<file path="src/rtl/cv32e40s_lsu_write_buffer.sv">
// rtl/cv32e40s_lsu_write_buffer.sv - write buffer for bufferable stores ahead of the OBI data request channel
//
// cv32e40s_pkg       : OBI data request payload type shared with the testbench.
// cv32e40s_lsu_write_buffer
//   clk, rst_n       : clock, synchronous active-low reset
//   valid_i, trans_i : upstream transfer (from the response filter)
//   ready_o          : upstream transfer accepted this cycle
//   valid_o, trans_o : OBI data request
//   ready_i          : OBI grant
//   empty_o          : no stores buffered

package cv32e40s_pkg;

    typedef struct packed {
        logic [31:0] addr;
        logic [3:0]  be;
        logic        we;
        logic [31:0] wdata;
        logic [5:0]  atop;
        logic [1:0]  memtype;
        logic [2:0]  prot;
        logic        dbg;
    } obi_data_req_t;

endpackage

module cv32e40s_lsu_write_buffer
    import cv32e40s_pkg::*;
#(
    parameter int DEPTH = 2
) (
    input  logic          clk,
    input  logic          rst_n,
    input  logic          valid_i,
    input  obi_data_req_t trans_i,
    output logic          ready_o,
    output logic          valid_o,
    output obi_data_req_t trans_o,
    input  logic          ready_i,
    output logic          empty_o
);

    localparam int PW = (DEPTH > 1) ? $clog2(DEPTH) : 1;
    localparam int CW = $clog2(DEPTH + 1);

    obi_data_req_t fifo [DEPTH];
    logic [PW-1:0] rd_ptr;
    logic [PW-1:0] wr_ptr;
    logic [CW-1:0] count;

    logic bufferable;
    logic push;
    logic pop;
    logic empty;

    assign bufferable = trans_i.we && trans_i.memtype[0];
    assign empty      = (count == '0);
    assign empty_o    = empty;

    always_comb begin
        valid_o = valid_i;
        trans_o = trans_i;
        ready_o = 1'b0;
        push    = 1'b0;
        pop     = 1'b0;
        if (empty) begin
            // Pass-through. A stalled bufferable store is still accepted and
            // captured; its buffered copy is what the bus sees next cycle, so
            // the OBI payload stays stable even if upstream moves on.
            ready_o = bufferable ? 1'b1 : ready_i;
            push    = valid_i && bufferable && !ready_i;
        end else begin
            // Drain. Non-bufferable transfers wait until the buffer is empty
            // so bus order always matches program order.
            valid_o = 1'b1;
            trans_o = fifo[rd_ptr];
            ready_o = bufferable && (count < CW'(DEPTH));
            push    = valid_i && ready_o;
            pop     = ready_i;
        end
    end

    function automatic logic [PW-1:0] ptr_inc(input logic [PW-1:0] ptr);
        return (ptr == PW'(DEPTH - 1)) ? '0 : ptr + 1'b1;
    endfunction

    always_ff @(posedge clk) begin
        if (!rst_n) begin
            rd_ptr <= '0;
            wr_ptr <= '0;
            count  <= '0;
        end else begin
            if (push) begin
                wr_ptr <= ptr_inc(wr_ptr);
            end
            if (pop) begin
                rd_ptr <= ptr_inc(rd_ptr);
            end
            case ({push, pop})
                2'b10:   count <= count + 1'b1;
                2'b01:   count <= count - 1'b1;
                default: count <= count;
            endcase
        end
    end

    // Storage is deliberately not reset; count/pointers define validity.
    always_ff @(posedge clk) begin
        if (push) begin
            fifo[wr_ptr] <= trans_i;
        end
    end

endmodule

</file>
<file path="config.mk">
export PLATFORM = sky130hd
export DESIGN_NAME = cv32e40s_lsu_write_buffer
export DESIGN_NICKNAME = d
export VERILOG_FILES = /design/src/rtl/cv32e40s_lsu_write_buffer.sv
export SDC_FILE = /design/constraint.sdc
export NUM_CORES = 1
export LEC_CHECK = 0
export ABC_AREA = 0
export BUFFER_PORTS_ARGS = -buffer_cell sky130_fd_sc_hd__buf_4
export CORE_MARGIN = 5
export CORE_UTILIZATION = 35
export DETAILED_ROUTE_END_ITERATION = 8
export HOLD_SLACK_MARGIN = 0.1
export PLACE_DENSITY_LB_ADDON = 0.12
export SYNTH_ARGS = -nofsm -noshare
export SYNTH_HDL_FRONTEND = slang
export SYNTH_SLANG_ARGS = --single-unit
</file>
<file path="constraint.sdc">
create_clock -name clk -period 6.4 [get_ports clk]
set_input_delay 0.32 -clock clk [delete_from_list [all_inputs] [get_ports clk]]
set_output_delay 0.32 -clock clk [all_outputs]
set_load 0.05 [all_outputs]
</file>
# [Word-level counts from Yosys, hierarchy flattened]
# Memories as Yosys holds them, arrays and structs flattened. A register that Yosys moved wholly into a read port is not among the register bits.
# Cells that the tools add are included.
[totals] reg_bits=4 ram_bits=162 output_inout_bits=84 wordCells=32 memories=1
[classes] n_addsub=4 n_lt_le_gt_ge=1 n_eq_ne=2 n_mux=13 n_reduce_logical=8
[mem_list] memory="fifo" depth=2 width=81 rd=1 rd_ports_with_merged_regs=1 wr=1 line_no="46" text="obi_data_req_t fifo [DEPTH];"
[op_table] cell="2-to-1 mux 81 bit" n=1
[op_table] cell="2-to-1 mux 1 bit" n=11
[op_table] cell="logical AND 1 bit" n=5
[op_table] cell="one-hot mux 2 bit (2 select lines)" n=1
[op_table] cell="adder 1 bit, second input constant" n=2
[op_table] cell="adder 2 x 1 -> 2 bit, second input constant" n=1
[op_table] cell="== test 2 x 1 -> 1 bit, second input constant" n=1
[op_table] cell="== test 2 bit, second input constant" n=1
[op_table] cell="logical NOT 2 bit" n=1
[op_table] cell="< comparator 2 bit, second input constant" n=1
[op_table] cell="nonzero test 2 bit" n=1
[op_table] cell="subtractor 2 x 1 -> 2 bit, second input constant" n=1
[op_table] cell="logical NOT 1 bit" n=1

# [Logic depth before layout (Yosys ltp)]
[depth] ltp_word=6 depth_mapped=7

# [Worst setup path after synthesis]
# No wires, ideal clock.
[synth_timing] path_kind="register -> register" start="reg count[0]" end="mem fifo[0][0] in the netlist's numbering (enable)" arrival_ns=4.152 required_time_ns=5.879 slack_ns=1.727 path_stages_with_launch=5 n_path_buf=1 synth_period_minus_slack_ns=4.673 cell_sequence="dfxtp_1 > buf_4 > nand2b_1 > nand4_1 > nor2_1"
[synth_between] elab_chain_cells=6 elab_cells_between_ends=7 cone_classes="order compare (1); mux (3); reduce/logical (3)"
[synth_lines] item="start, declared" line_no="49" text="logic [CW-1:0] count;"
[synth_lines] item="start signal, assigned" line_no="100" text="2'b10: count <= count + 1'b1;"
[synth_lines] item="start signal, assigned" line_no="101" text="2'b01: count <= count - 1'b1;"
[synth_lines] item="start signal, assigned" line_no="102" text="default: count <= count;"
[synth_lines] item="< comparator 2 bit" line_no="77" text="ready_o = bufferable && (count < CW'(DEPTH));"
[synth_lines] item="logical AND 1 bit" line_no="77"
[synth_lines] item="logical AND 1 bit" line_no="78" text="push = valid_i && ready_o;"
[synth_lines] item="2-to-1 mux 1 bit *" line_no="66" text="if (empty) begin"
[synth_lines] item="2-to-1 mux 1 bit *" line_no="109" text="if (push) begin"
[synth_lines] item="2-to-1 mux 1 bit (implied by the code) *" line_no="110" text="fifo[wr_ptr] <= trans_i;"
[synth_lines] item="end, declared" line_no="46"
# Every way passes the cells marked *; elsewhere a longest branch is shown, timed or not.

==> impl_metrics.yaml <==
place:
  dp_cells: 874
  place_ws_ns: 3.40
  dpl.hpwl_mm: 9.33
  gp_congestion: 0.780
  port_buffers: 168
timing:
  setup_viol: 0
  max_freq_mhz: 295
  relSlewSlack_pct: 32.6
  setup-tns-final_ns: 0
  finalCritPeriodShare_pct: 53.0
  setup_slack_ns: 3.01
  rsz0062_at_grt: "false"
  hold_viol: 0
  fin_worst_skew_ns: 0.00833
  worstMarginPinSlew_ns: 1.01
  drv_slew: 0
  fin_crit_ns: 3.39
power:
  power.density_nw_per_um2: 324
  leakage_nw: 3.59
  vdd_drop_max_mv: 0.200
  p_total_mw: 3.13
critical_path:
  start_kind: "flip-flop"
  slowest_stage: "buf_4"
  r2r_slack_ns: 4.35
  cpMostUsedCell: "buf_4"
  crit_path_end_kind: "output port"
  cpPeakStageDelay_ns: 0.84
  critPathArrivalTime_ns: 3.07
  path_buf_inv: 2
  critPathKind: "reg -> out"
  crit_fanout: 114
  crit_family: "buffers and inverters"
  crit_required_ns: 6.08
  path_cells: "nor2_4 > buf_4 > o21ai_0 > buf_4"
logic_synthesis:
  yosysUniqueCellTypes: 24
  synth_area_sq_um: 6850
  syn-num-nets: 548
  syn_area_per_cell_sq_um: 14.8
  yosysSeqAreaShare_pct: 72.5
  yosysWarnings: 0
  synth-seq-cells: 167
  syn_inst: 462
global_routing:
  grt_max_degree: 115
  first_global_vias: 4564
  grt_pass1_wl_mm: 23.7
  overflow: 0
  grt_usage_pct: 13.7
  antenna_found_initial: 0
route:
  detail_route.wirelength_mm: 15.1
  ant_nets: 0
  dr.pass1.iters: 4
  drc: 0
  avgRoutedWirePerCell_microns: 15.4
  vias: 4431
  initialDrtViolationCount: 190
  via_per_inst: 4.50
layout:
  final_cell_mix: "174 x buf_4, 162 x edfxtp_1, 84 x nand2_1"
  layout-drive-gt1-share_pct: 28.5
  n_antenna_cell: 0
  layoutNonFillerInstCount: 984
  area_growth_pct: 41.3
  final_common_cell: "buf_4"
  nets: 793
flow_run:
  maxCapViolCount: 0
clock_network:
  htreeDepth: 4
  cts_max_path_buffers: 2
  cts.sinks: 167
  cts-root-buf: "clkbuf_16"
  cts_tree: "done"
  post_cts_resized: 0
  clkTransAtPathRegs_ns: 0.06
  insertion_delay_ns: 0.42
  numCtsBuffers: 17
floorplan:
  die_w_microns: 150
  dieArea_sq_um: 22500
  core-area_sq_um: 19300
  die_y_microns: 150
  io_pins: 169
  start_util_pct: 35.4
  row_count: 51
worst_hold_path:
  worstHoldPathType: "in -> reg"
outcome:
  status: "finished, final reports clean"
-- state kept, by name, summed over array words and instances, names as in the netlist, named ones only --
register	flops
fifo	162
wr_ptr	1
rd_ptr	1
count	2
-- logic make-up after synthesis --
logic type | after synthesis | share of synthesized area, %
flops | 167 | 72.5
simple gates | 95 | 5.61
compound gates | 85 | 6.25
mux | 82 | 12.0
buf+inv | 29 | 3.09
xor+xnor | 3 | 0.384
fa+ha+maj | 1 | 0.183
-- layer usage --
| layer | GRT usage, % | vias to the layer above | part of all wire (%) |
|---|---|---|---|
| met2 | 24.0 | 104 | 52 |
| met3 | 3.76 | 7 | 4.3 |
| li1 | - | 2208 | - |
| met5 | 0 | - | 0 |
| met4 | 4.30 | 0 | 1.0 |
| met1 | 16.3 | 2112 | 43 |
-- cells in the mapped netlist --
master	instances	area share, %
a21boi_1	1	0.11
a21oi_1	1	0.073
and2_1	3	0.27
buf_2	2	0.15
buf_4	6	0.66
buf_6	8	1.3
clkbuf_1	5	0.27
clkbuf_2	2	0.15
clkbuf_4	4	0.44
dfxtp_1	5	1.5
edfxtp_1	162	71
ha_1	1	0.18
inv_1	2	0.11
mux2i_1	82	12
nand2_1	84	4.6
nand2b_1	1	0.091
nand4_1	1	0.091
nor2_1	2	0.11
nor2_4	1	0.16
nor2b_1	1	0.091
o21ai_0	64	4.7
o21ai_1	19	1.4
or3_1	2	0.18
xnor2_1	3	0.38
-- worst register-to-register path, cell delays in order, from the launching register on --
cell and delay, ns:
dfxtp_1 0.48, nand2b_1 0.17, nand4_1 0.31, nor2_4 0.19, buf_4 0.51
-- power by group --
part	internal (mW)	switching (mW)	leakage, nW
Clock	0.610	0.408	0.275
Sequential	1.22	0.0219	1.51
Combinational	0.278	0.592	1.81
Total	2.11	1.02	3.59
-- final cells by class --
| cell class | instances | area, sq um |
|---|---|---|
| multi-input combinational | 266 | 1690 |
| tap | 265 | 332 |
| sequential | 167 | 4970 |
| fill | 1704 | 9660 |
| clock buffer | 18 | 429 |
| inverter | 2 | 7.51 |
| clock inverter | 13 | 155 |
| timing repair buffer | 253 | 2100 |
-- final timing paths --
| kind | cells after the start | to | startpoint |
|---|---|---|---|
| max | 4 | trans_o[15] | count[1]$_SDFFE_PN0P_ |
| min | 1 | fifo[1][4]$_DFFE_PP_ | trans_i[4] |
| max reg2reg | 4 | fifo[1][21]$_DFFE_PP_ | count[0]$_SDFFE_PN0P_ |
| min reg2reg | 2 | wr_ptr$_SDFFE_PN0P_ | wr_ptr$_SDFFE_PN0P_ |
-- metrics by stage --
step	hold slack [ns]	util, %	area [sq um]
2_1_floorplan	0.419	-	6850
3_3_place_gp	0.492	42.9	8300
3_5_place_dp	0.516	42.9	8300
4_1_cts	0.121	50.0	9680
5_1_grt	0.120	50.0	9680
6_report	0.147	50.0	9680
-- timing repair --
item | in CTS | in global routing
hold endpoints to repair | 158 | 0
buffers inserted | 0 | 0
setup endpoints to repair | 0 | 0
hold buffers | 79 | 0
Power figures use the tool's default switching activity.
